$ cat src/rtl/lcd_arb_pkg.sv
// Shared types and width helpers for the LCD bus arbiter.
package lcd_arb_pkg;

    typedef enum logic [1:0] {
        IDLE  = 2'd0,
        GRANT = 2'd1,
        GAP   = 2'd2
    } arb_state_e;

    // Width of a channel index; never narrower than one bit.
    function automatic int owner_w(input int n);
        return (n <= 2) ? 1 : $clog2(n);
    endfunction

    // Width of a counter that must reach the value v.
    function automatic int cnt_w(input int v);
        return (v <= 1) ? 1 : $clog2(v + 1);
    endfunction

endpackage

$ cat src/rtl/lcd_bus_arbiter_if.sv
// Client request/grant handshake plus the shared LCD pin bus.
interface lcd_bus_arbiter_if #(
    parameter int NUM_CH = 3,
    parameter int DATA_W = 8
);
    import lcd_arb_pkg::*;

    localparam int OW = owner_w(NUM_CH);

    logic [NUM_CH-1:0]        req;
    logic [NUM_CH-1:0]        ch_rs;
    logic [NUM_CH-1:0]        ch_rw;
    logic [NUM_CH-1:0]        ch_en;
    logic [NUM_CH*DATA_W-1:0] ch_data;
    logic [NUM_CH-1:0]        gnt;
    logic [OW-1:0]            owner;
    logic                     busy;
    logic                     timeout;
    logic                     LCD_RS;
    logic                     LCD_RW;
    logic                     LCD_EN;
    logic [DATA_W-1:0]        LCD_DATA;

    // Arbiter side.
    modport slave (
        input  req, ch_rs, ch_rw, ch_en, ch_data,
        output gnt, owner, busy, timeout, LCD_RS, LCD_RW, LCD_EN, LCD_DATA
    );

    // Client / pin side.
    modport master (
        output req, ch_rs, ch_rw, ch_en, ch_data,
        input  gnt, owner, busy, timeout, LCD_RS, LCD_RW, LCD_EN, LCD_DATA
    );

endinterface

$ cat src/rtl/lcd_rr_picker.sv
// Combinational winner selection: first eligible channel at or after the
// start index, wrapping. Fixed-priority mode simply starts from channel 0.
module lcd_rr_picker #(
    parameter int NUM_CH = 3,
    parameter int OW     = 2
) (
    input  logic [NUM_CH-1:0] elig,
    input  logic [OW-1:0]     ptr,
    input  logic              rr_mode,
    output logic [NUM_CH-1:0] win_oh,
    output logic [OW-1:0]     win_idx,
    output logic              win_any
);

    logic [OW-1:0] start;
    logic [OW:0]   sum;
    logic [OW-1:0] idx;

    // Scan channels in rotated order and keep the first eligible one.
    always_comb begin
        win_oh  = '0;
        win_idx = '0;
        win_any = 1'b0;
        sum     = '0;
        idx     = '0;
        start   = rr_mode ? ptr : '0;
        for (int i = 0; i < NUM_CH; i++) begin
            sum = {1'b0, start} + (OW+1)'(i);
            if (sum >= (OW+1)'(NUM_CH)) begin
                sum = sum - (OW+1)'(NUM_CH);
            end
            idx = sum[OW-1:0];
            if (!win_any && elig[idx]) begin
                win_any      = 1'b1;
                win_oh[idx]  = 1'b1;
                win_idx      = idx;
            end
        end
    end

endmodule

$ cat src/rtl/lcd_bus_arbiter.sv
// N-channel owner arbiter for the character-LCD bus: request/grant handshake,
// idle gap between owners, optional hold limit with revoke, init lockout.
module lcd_bus_arbiter
    import lcd_arb_pkg::*;
#(
    parameter int NUM_CH   = 3,
    parameter int DATA_W   = 8,
    parameter int RR_MODE  = 1,
    parameter int GAP_CYC  = 50,
    parameter int MAX_HOLD = 0
) (
    input  logic             CLK_50M,
    input  logic             rst,
    input  logic             init_done,
    lcd_bus_arbiter_if.slave bus
);

    localparam int OW = owner_w(NUM_CH);
    localparam int HW = cnt_w(MAX_HOLD);
    localparam int GW = cnt_w(GAP_CYC);
    localparam logic [HW-1:0]     HOLD_LAST = HW'((MAX_HOLD > 0) ? MAX_HOLD - 1 : 0);
    localparam logic [GW-1:0]     GAP_LAST  = GW'((GAP_CYC > 0) ? GAP_CYC - 1 : 0);
    localparam logic [NUM_CH-1:0] CH0_MASK  = NUM_CH'(1);

    arb_state_e          state_q, state_d;
    logic [NUM_CH-1:0]   gnt_q, gnt_d;
    logic [OW-1:0]       owner_q, owner_d;
    logic                busy_q, busy_d;
    logic                timeout_q, timeout_d;
    logic [OW-1:0]       ptr_q, ptr_d;
    logic [NUM_CH-1:0]   revoked_q, revoked_d;
    logic [HW-1:0]       hold_q, hold_d;
    logic [GW-1:0]       gap_q, gap_d;
    logic                lcd_rs_q, lcd_rs_d;
    logic                lcd_rw_q, lcd_rw_d;
    logic                lcd_en_q, lcd_en_d;
    logic [DATA_W-1:0]   lcd_data_q, lcd_data_d;

    logic [NUM_CH-1:0]   elig;
    logic [NUM_CH-1:0]   win_oh;
    logic [OW-1:0]       win_idx;
    logic                win_any;
    logic                own_req;
    logic                hold_expired;

    assign elig         = bus.req & ~revoked_q & (init_done ? '1 : CH0_MASK);
    assign own_req      = bus.req[owner_q];
    assign hold_expired = (MAX_HOLD != 0) && (hold_q == HOLD_LAST);

    lcd_rr_picker #(
        .NUM_CH (NUM_CH),
        .OW     (OW)
    ) u_picker (
        .elig    (elig),
        .ptr     (ptr_q),
        .rr_mode (1'(RR_MODE != 0)),
        .win_oh  (win_oh),
        .win_idx (win_idx),
        .win_any (win_any)
    );

    // Next-state, counters, revoke mask and LCD pass-through.
    always_comb begin
        state_d    = state_q;
        gnt_d      = gnt_q;
        owner_d    = owner_q;
        timeout_d  = 1'b0;
        ptr_d      = ptr_q;
        revoked_d  = revoked_q & bus.req;
        hold_d     = hold_q;
        gap_d      = gap_q;
        lcd_rs_d   = lcd_rs_q;
        lcd_rw_d   = lcd_rw_q;
        lcd_en_d   = lcd_en_q;
        lcd_data_d = lcd_data_q;
        case (state_q)
            IDLE: begin
                if (win_any) begin
                    state_d = GRANT;
                    gnt_d   = win_oh;
                    owner_d = win_idx;
                    hold_d  = '0;
                    if (RR_MODE != 0) begin
                        ptr_d = (win_idx == OW'(NUM_CH - 1)) ? '0 : win_idx + 1'b1;
                    end
                end
            end
            GRANT: begin
                lcd_rs_d   = bus.ch_rs[owner_q];
                lcd_rw_d   = bus.ch_rw[owner_q];
                lcd_en_d   = bus.ch_en[owner_q];
                lcd_data_d = bus.ch_data[owner_q*DATA_W +: DATA_W];
                hold_d     = hold_q + 1'b1;
                // Release takes precedence over expiry: a revoke only happens
                // when the owner is still requesting.
                if (!own_req || hold_expired) begin
                    gnt_d    = '0;
                    lcd_en_d = 1'b0;
                    lcd_rw_d = 1'b0;
                    gap_d    = '0;
                    state_d  = (GAP_CYC == 0) ? IDLE : GAP;
                    if (own_req) begin
                        timeout_d          = 1'b1;
                        revoked_d[owner_q] = 1'b1;
                    end
                end
            end
            GAP: begin
                lcd_en_d = 1'b0;
                lcd_rw_d = 1'b0;
                if (gap_q == GAP_LAST) begin
                    state_d = IDLE;
                end else begin
                    gap_d = gap_q + 1'b1;
                end
            end
            default: state_d = IDLE;
        endcase
        busy_d = (state_d != IDLE);
    end

    // FSM and output registers with synchronous reset.
    always_ff @(posedge CLK_50M) begin
        if (rst) begin
            state_q    <= IDLE;
            gnt_q      <= '0;
            owner_q    <= '0;
            busy_q     <= 1'b0;
            timeout_q  <= 1'b0;
            ptr_q      <= '0;
            revoked_q  <= '0;
            hold_q     <= '0;
            gap_q      <= '0;
            lcd_rs_q   <= 1'b0;
            lcd_rw_q   <= 1'b0;
            lcd_en_q   <= 1'b0;
            lcd_data_q <= '0;
        end else begin
            state_q    <= state_d;
            gnt_q      <= gnt_d;
            owner_q    <= owner_d;
            busy_q     <= busy_d;
            timeout_q  <= timeout_d;
            ptr_q      <= ptr_d;
            revoked_q  <= revoked_d;
            hold_q     <= hold_d;
            gap_q      <= gap_d;
            lcd_rs_q   <= lcd_rs_d;
            lcd_rw_q   <= lcd_rw_d;
            lcd_en_q   <= lcd_en_d;
            lcd_data_q <= lcd_data_d;
        end
    end

    assign bus.gnt      = gnt_q;
    assign bus.owner    = owner_q;
    assign bus.busy     = busy_q;
    assign bus.timeout  = timeout_q;
    assign bus.LCD_RS   = lcd_rs_q;
    assign bus.LCD_RW   = lcd_rw_q;
    assign bus.LCD_EN   = lcd_en_q;
    assign bus.LCD_DATA = lcd_data_q;

endmodule

$ cat src/flat_wrapper.sv
// flat-port wrapper written by rule: the top's interface ports become plain ports
module lcd_bus_arbiter_flat import lcd_arb_pkg::*;
#(
    parameter int NUM_CH   = 3,
    parameter int DATA_W   = 8,
    parameter int RR_MODE  = 1,
    parameter int GAP_CYC  = 50,
    parameter int MAX_HOLD = 0
)
  (CLK_50M, rst, init_done, bus_req, bus_ch_rs, bus_ch_rw, bus_ch_en, bus_ch_data, bus_gnt, bus_owner, bus_busy, bus_timeout, bus_LCD_RS, bus_LCD_RW, bus_LCD_EN, bus_LCD_DATA);
  lcd_bus_arbiter_if #(.NUM_CH(NUM_CH), .DATA_W(DATA_W)) bus_i ();
  input  logic CLK_50M;
  input  logic rst;
  input  logic init_done;
  input wire logic [$bits(bus_i.req)-1:0] bus_req;
  input wire logic [$bits(bus_i.ch_rs)-1:0] bus_ch_rs;
  input wire logic [$bits(bus_i.ch_rw)-1:0] bus_ch_rw;
  input wire logic [$bits(bus_i.ch_en)-1:0] bus_ch_en;
  input wire logic [$bits(bus_i.ch_data)-1:0] bus_ch_data;
  output wire logic [$bits(bus_i.gnt)-1:0] bus_gnt;
  output wire logic [$bits(bus_i.owner)-1:0] bus_owner;
  output wire logic [$bits(bus_i.busy)-1:0] bus_busy;
  output wire logic [$bits(bus_i.timeout)-1:0] bus_timeout;
  output wire logic [$bits(bus_i.LCD_RS)-1:0] bus_LCD_RS;
  output wire logic [$bits(bus_i.LCD_RW)-1:0] bus_LCD_RW;
  output wire logic [$bits(bus_i.LCD_EN)-1:0] bus_LCD_EN;
  output wire logic [$bits(bus_i.LCD_DATA)-1:0] bus_LCD_DATA;
  assign bus_i.req = bus_req;
  assign bus_i.ch_rs = bus_ch_rs;
  assign bus_i.ch_rw = bus_ch_rw;
  assign bus_i.ch_en = bus_ch_en;
  assign bus_i.ch_data = bus_ch_data;
  assign bus_gnt = bus_i.gnt;
  assign bus_owner = bus_i.owner;
  assign bus_busy = bus_i.busy;
  assign bus_timeout = bus_i.timeout;
  assign bus_LCD_RS = bus_i.LCD_RS;
  assign bus_LCD_RW = bus_i.LCD_RW;
  assign bus_LCD_EN = bus_i.LCD_EN;
  assign bus_LCD_DATA = bus_i.LCD_DATA;
  lcd_bus_arbiter #(.NUM_CH(NUM_CH), .DATA_W(DATA_W), .RR_MODE(RR_MODE), .GAP_CYC(GAP_CYC), .MAX_HOLD(MAX_HOLD)) u_core (.CLK_50M(CLK_50M), .rst(rst), .init_done(init_done), .bus(bus_i));
endmodule
$ cat config.mk
export PLATFORM = sky130hd
export DESIGN_NAME = lcd_bus_arbiter_flat
export DESIGN_NICKNAME = d
export VERILOG_FILES = /design/src/rtl/lcd_arb_pkg.sv /design/src/rtl/lcd_bus_arbiter_if.sv /design/src/rtl/lcd_rr_picker.sv /design/src/rtl/lcd_bus_arbiter.sv /design/src/flat_wrapper.sv
export SDC_FILE = /design/constraint.sdc
export NUM_CORES = 1
export LEC_CHECK = 0
export CAP_MARGIN = 20
export CORE_MARGIN = 5
export CORE_UTILIZATION = 34
export DETAILED_ROUTE_END_ITERATION = 10
export GPL_ROUTABILITY_DRIVEN = 0
export GPL_TIMING_DRIVEN = 0
export SLEW_MARGIN = 20
export SYNTH_ARGS = -nofsm -noshare
export SYNTH_HDL_FRONTEND = slang
export SYNTH_SLANG_ARGS = --single-unit
export TNS_END_PERCENT = 20
$ cat constraint.sdc
create_clock -name CLK_50M -period 6.3 [get_ports CLK_50M]
set_input_delay 1.89 -clock CLK_50M [delete_from_list [all_inputs] [get_ports CLK_50M]]
set_output_delay 1.89 -clock CLK_50M [all_outputs]
set_load 0.03 [all_outputs]
# Word-level counts from Yosys, hierarchy flattened
# Index checks and enable logic that the tools add are counted.
# word_totals
in_bits	39
output_inout_bits	18
elab_cells	104
register_bits	30
# op_classes
magnitude_cmp	10
muxes	48
n_addsub	7
bitwise	6
n_reduce_logical	14
n_eq_ne	7
n_shift	1
# ops
op	count
indexed part select 24 x 6 -> 8 bit	1
two-way mux 2 bit	10
two-way mux 3 bit	6
two-way mux 1 bit	15
binary-select mux 1 bit (select 2 bit)	7
< comparator 2 x 3 -> 1 bit (second input constant)	4
two-way mux 6 bit	2
case mux 6 bit (2 select lines)	1
AND 3 bit	3
adder 6 x 1 -> 6 bit (second input constant)	1
demux 1 bit (select 2 bit)	3
== test 6 bit (second input constant)	1
greater-or-equal comparator 2 x 1 -> 1 bit (second input constant)	3
greater-or-equal comparator 3 x 2 -> 1 bit (second input constant)	2
!= test 2 bit (second input constant)	3
OR 3 bit	2
case mux 2 bit (3 select lines)	1
case mux 3 bit (2 select lines)	1
AND reduction 3 bit	2
nonzero test 2 bit	3
subtractor 2 bit (second input constant)	3
logical AND 1 bit	5
== test 2 bit (second input constant)	2
case mux 1 bit (2 select lines)	2
9 further kinds	10

# Longest topological paths before layout
# Gate-level depths: netlist of run 1.
# depth
ltp_word	15
mapped_depth	9
mapped_depth_nobuf	8

# Cells and area by module
# A second synthesis of run 1 with hierarchy kept.
# hier_totals
cells_unflattened	238
area_unflattened_um2	1969.4
# modules_own_cells
mod	seq_area_each_um2	area_each_um2	instances	cells_each
lcd_bus_arbiter	600.6	1599.0	1	192
lcd_rr_picker	0.0	370.4	1	46

# Least setup slack after synthesis of run 1
# OpenSTA, ideal clock, no wires.
# synth_path
path_kind	input to register
startpoint	input bus_req[2]
endpoint	register u_core.owner_q[1], in the netlist u_core.bus.owner[1]
t_required_ns	6.233
path_buffers	1
setup_ns	0.067
path_slack_ns	2.972
cell_stages	7
arrival_time_ns	3.261
cell_sequence	nand2b_1 a211o_1 a32o_1 or3b_1 buf_6 or2_1 a21oi_2
# synth_via
elab_chain_cells	12
word_cells_on_any_way	19
cone_classes	mux: 12; bitwise: 2; reduce/logical: 5
# synth_rtl
item	line_no	text
start: declaration	flat_wrapper.sv:15	input wire logic [$bits(bus_i.req)-1:0] bus_req;
AND 3 bit * (2 in a row)	lcd_bus_arbiter.sv:46	assign elig = bus.req & ~revoked_q & (init_done ? '1 : CH0_MASK);
binary-select mux 1 bit (select 2 bit)	lcd_rr_picker.sv:33	if (!win_any && elig[idx]) begin
two-way mux 1 bit (not written as such)	lcd_rr_picker.sv:33	
two-way mux 1 bit	lcd_rr_picker.sv:33	
zero test 1 bit	lcd_rr_picker.sv:33	
logical AND 1 bit	lcd_rr_picker.sv:33	
two-way mux 1 bit	lcd_rr_picker.sv:33	
zero test 1 bit	lcd_rr_picker.sv:33	
logical AND 1 bit	lcd_rr_picker.sv:33	
two-way mux 1 bit	lcd_rr_picker.sv:33	
AND reduction 2 bit (no source line)	n/a	
end signal: assignment	lcd_bus_arbiter.sv:141	owner_q <= owner_d;
end: declaration	lcd_bus_arbiter.sv:27	logic [OW-1:0] owner_q, owner_d;
# Mark *: on every way between the ends. The rest lies on a longest branch, timed or not. The select of a mux whose other input is x is not followed.
# A chain may end at the register's enable or synchronous reset.

# Final worst setup path of run 1
# layout_path
startpoint	input bus_req[1]
endpoint	register u_core.owner_q[1], in the netlist u_core.bus.owner[1]
# The elaborated chain is that of the path after synthesis.

==> flow_metrics.env, run 1 <==
export IMPL_portBuffers=54
export IMPL_r2r_setup_slack_ps=3950
export IMPL_multi_input_comb_area_mm2=0.00115
export IMPL_postCtsSetupRepairBufs=0
export IMPL_grt_max_degree=11
export IMPL_cts_tree="done"
export IMPL_synth_top_area_share_pct=32.2
export IMPL_fillers=567
export IMPL_rsz0062_at_grt="no"
export IMPL_ir_drop_uv=132
export IMPL_clock_skew_ps=7.01
export IMPL_dr_wl_met3_um=507
export IMPL_dieHeight_um=84.1
export IMPL_drive_gt1_share_pct=5.74
export IMPL_slew_violations=0
export IMPL_crit_type="input port to register"
export IMPL_cts_sinks=30
export IMPL_die_area_mm2=0.00707
export IMPL_die_x_um=84.1
export IMPL_final_cell_mix="54 x clkdlybuf4s50_1, 39 x nor2_1, 30 x dfxtp_1"
export IMPL_syn_cell_area_mm2=0.00187
export IMPL_arrival_ps=3960
export IMPL_synthCells=234
export IMPL_drtPass1Iterations=4
export IMPL_p_leak_uw=0.000979
export IMPL_regArea_um2=601
export IMPL_grt_pass1_wl_mm=8.33
export IMPL_power_density_mw_per_mm2=288
export IMPL_vias=1826
export IMPL_rows=27
export IMPL_fmax_ghz=0.267
export IMPL_io_pins=57
export IMPL_drcViolationCount=0
export IMPL_cp_max_fo=8
export IMPL_cts_root_buf="clkbuf_8"
export IMPL_slew_headroom_pct=62.7
export IMPL_synth_edff_count=0
export IMPL_layout_commonest_cell="clkdlybuf4s50_1"
export IMPL_antenna_left=0
export IMPL_grt_pass1_vias=1775
export IMPL_cts_buffers=5
export IMPL_ys_warn_count=0
export IMPL_hold_path_class="register to register"
export IMPL_synth_seq_area_share_pct=32.2
export IMPL_fin_tns_setup_ps=0
export IMPL_initial_utilization_pct=34.5
export IMPL_dpl_hpwl_mm=3.87
export IMPL_dp_slack_ps=2270
export IMPL_worstPathRequired_ps=6510
export IMPL_wl_per_cell_um=13.4
export IMPL_cts_max_level=2
export IMPL_grt_use_total_pct=14.5
export IMPL_critPathLaunchType="input port"
export IMPL_nets=344
export IMPL_finalSetupViolCount=0
export IMPL_core_mm2=0.00541
export IMPL_clk_pin_slew_ps=60
export IMPL_drtIter0Drc=165
export IMPL_clk_latency_ps=290
export IMPL_finalCriticalPeriod_ps=3750
export IMPL_synth_area_leaders="dfxtp_1 32%, nor2_1 7.8%, mux2i_1 7.5%, ha_1 6.7%, a21oi_1 5.6%"
export IMPL_ys_flop_type="dfxtp_1"
export IMPL_met2WireLength_mm=2.17
export IMPL_antenna_cells=0
export IMPL_synth_cell_type_count=52
export IMPL_hold_viol=0
export IMPL_fin_crit_sh_pct=59.5
export IMPL_drv_cap=0
export IMPL_clockBufferDepth=2
export IMPL_highest_layer="met4"
export IMPL_fin_util_pct=48.2
export IMPL_syn2layout_area_growth_pct=39.6
export IMPL_hold_buffers=0
export IMPL_async_reset_ff_share_pct=0
export IMPL_holdWs_ps=450
export IMPL_synth_area_per_cell_um2=7.98
export IMPL_synth_fp_nets=283
export IMPL_met1_length_mm=2.21
export IMPL_status="finished, final reports clean"
export IMPL_wirelength_mm=4.94
export IMPL_crit_path_end_kind="register"
export IMPL_ys_ff_latch=30
export IMPL_cts_resized=0
export IMPL_yosysTopAreaCell="dfxtp_1"
export IMPL_worst_pin_slew_ps=557
export IMPL_antenna_found_initial=0
export IMPL_post_drt_via_cell_ratio=4.96
export IMPL_fin_ws_ps=2550
export IMPL_grt_overflow=0
[final cells by class]
cell class                      count  share of cell area, %
Buffer                             17                   2.98
Clock inverter                      3                   1.54
Tap cell                           72                   3.46
Inverter                           11                   1.58
Sequential cell                    30                   23.0
Multi-Input combinational cell    176                   44.0
Clock buffer                        5                   2.64
Timing Repair Buffer               54                   20.7
[Yosys cell counts, types with 2 or more instances]
master	instances
clkbuf_1	12
nand2b_1	4
mux2i_1	14
a211oi_1	9
a211o_1	2
inv_1	11
a21oi_1	21
a31oi_1	2
nor4_1	2
dfxtp_1	30
xor2_1	4
nor2_1	39
nor2b_1	3
buf_2	2
a21o_1	2
nand3_1	3
nand2_1	14
o21ai_0	9
or2_1	2
a22o_1	4
ha_1	10
nand3b_1	3
nand4_1	2
o2bb2ai_1	2
[cell families after synthesis]
family	synth area share (%)
simple gates	21.2
buf+inv	6.37
mux	8.11
compound gates	22.8
xor+xnor	1.88
flops	32.2
other cells	0.201
fa+ha+maj	7.24
[state kept, by name, summed over array words and instances, names as in the netlist]
signal and cells:
u_core.bus.LCD_DATA 8, u_core.bus.LCD_EN 1, u_core.bus.LCD_RS 1, u_core.bus.LCD_RW 1, u_core.bus.busy 1, u_core.bus.gnt 3
u_core.bus.owner 2, u_core.gap_q 6, u_core.ptr_q 2, u_core.revoked_q 3, u_core.state_q 2
[worst max-delay path: stages]
cell             delay, ps
clkdlybuf4s50_1        580
nand2b_2               140
a211o_1                270
a32o_1                 220
or3b_1                 360
buf_6                  150
or2_1                  240
a21oi_2                120
[final timing paths]
path	from	endpoint	cells past startpoint
max	bus_req[1]	u_core.bus.owner[1]	8
min	u_core.revoked_q[0]	u_core.revoked_q[0]	2
max reg2reg	u_core.ptr_q[0]	u_core.bus.owner[1]	9
min reg2reg	u_core.revoked_q[0]	u_core.revoked_q[0]	2
[layer usage]
layer	track usage (%)	vias up
li1	-	945
met1	17.9	811
met2	23.0	65
met3	6.22	5
met4	3.95	0
met5	0	-
[per-stage QoR]
stage	cell area (um2)	power (uW)	cells
4_1_cts	2610	760	368
2_1_floorplan	1870	451	234
3_5_place_dp	2500	564	360
5_1_grt	2610	806	368
3_3_place_gp	2500	562	360
6_report	2610	750	368
[power by group]
group	leakage, uW	internal [uW]	switching, uW
clock network	0.0000579	116	75.7
registers	0.000245	217	17.5
logic	0.000676	140	184
total	0.000979	473	277
Note: power is estimated with default switching activity, not from simulation.
==> run 2: changes to the inputs <==
clock period = 3.05 ns   (was 6.3 ns; I/O delays follow)
==> results of run 2 <==
Same layout as run 1 (identical final DEF). Status: finished, final reports clean.
Among the figures that moved: setup slack after placement 2270 ps -> -5.27 ps; setup slack after layout 2550 ps -> 273 ps; register-to-register setup slack 3950 ps -> 700 ps; total power 750 uW -> 1550 uW; worst IR drop on VDD 132 uV -> 274 uV
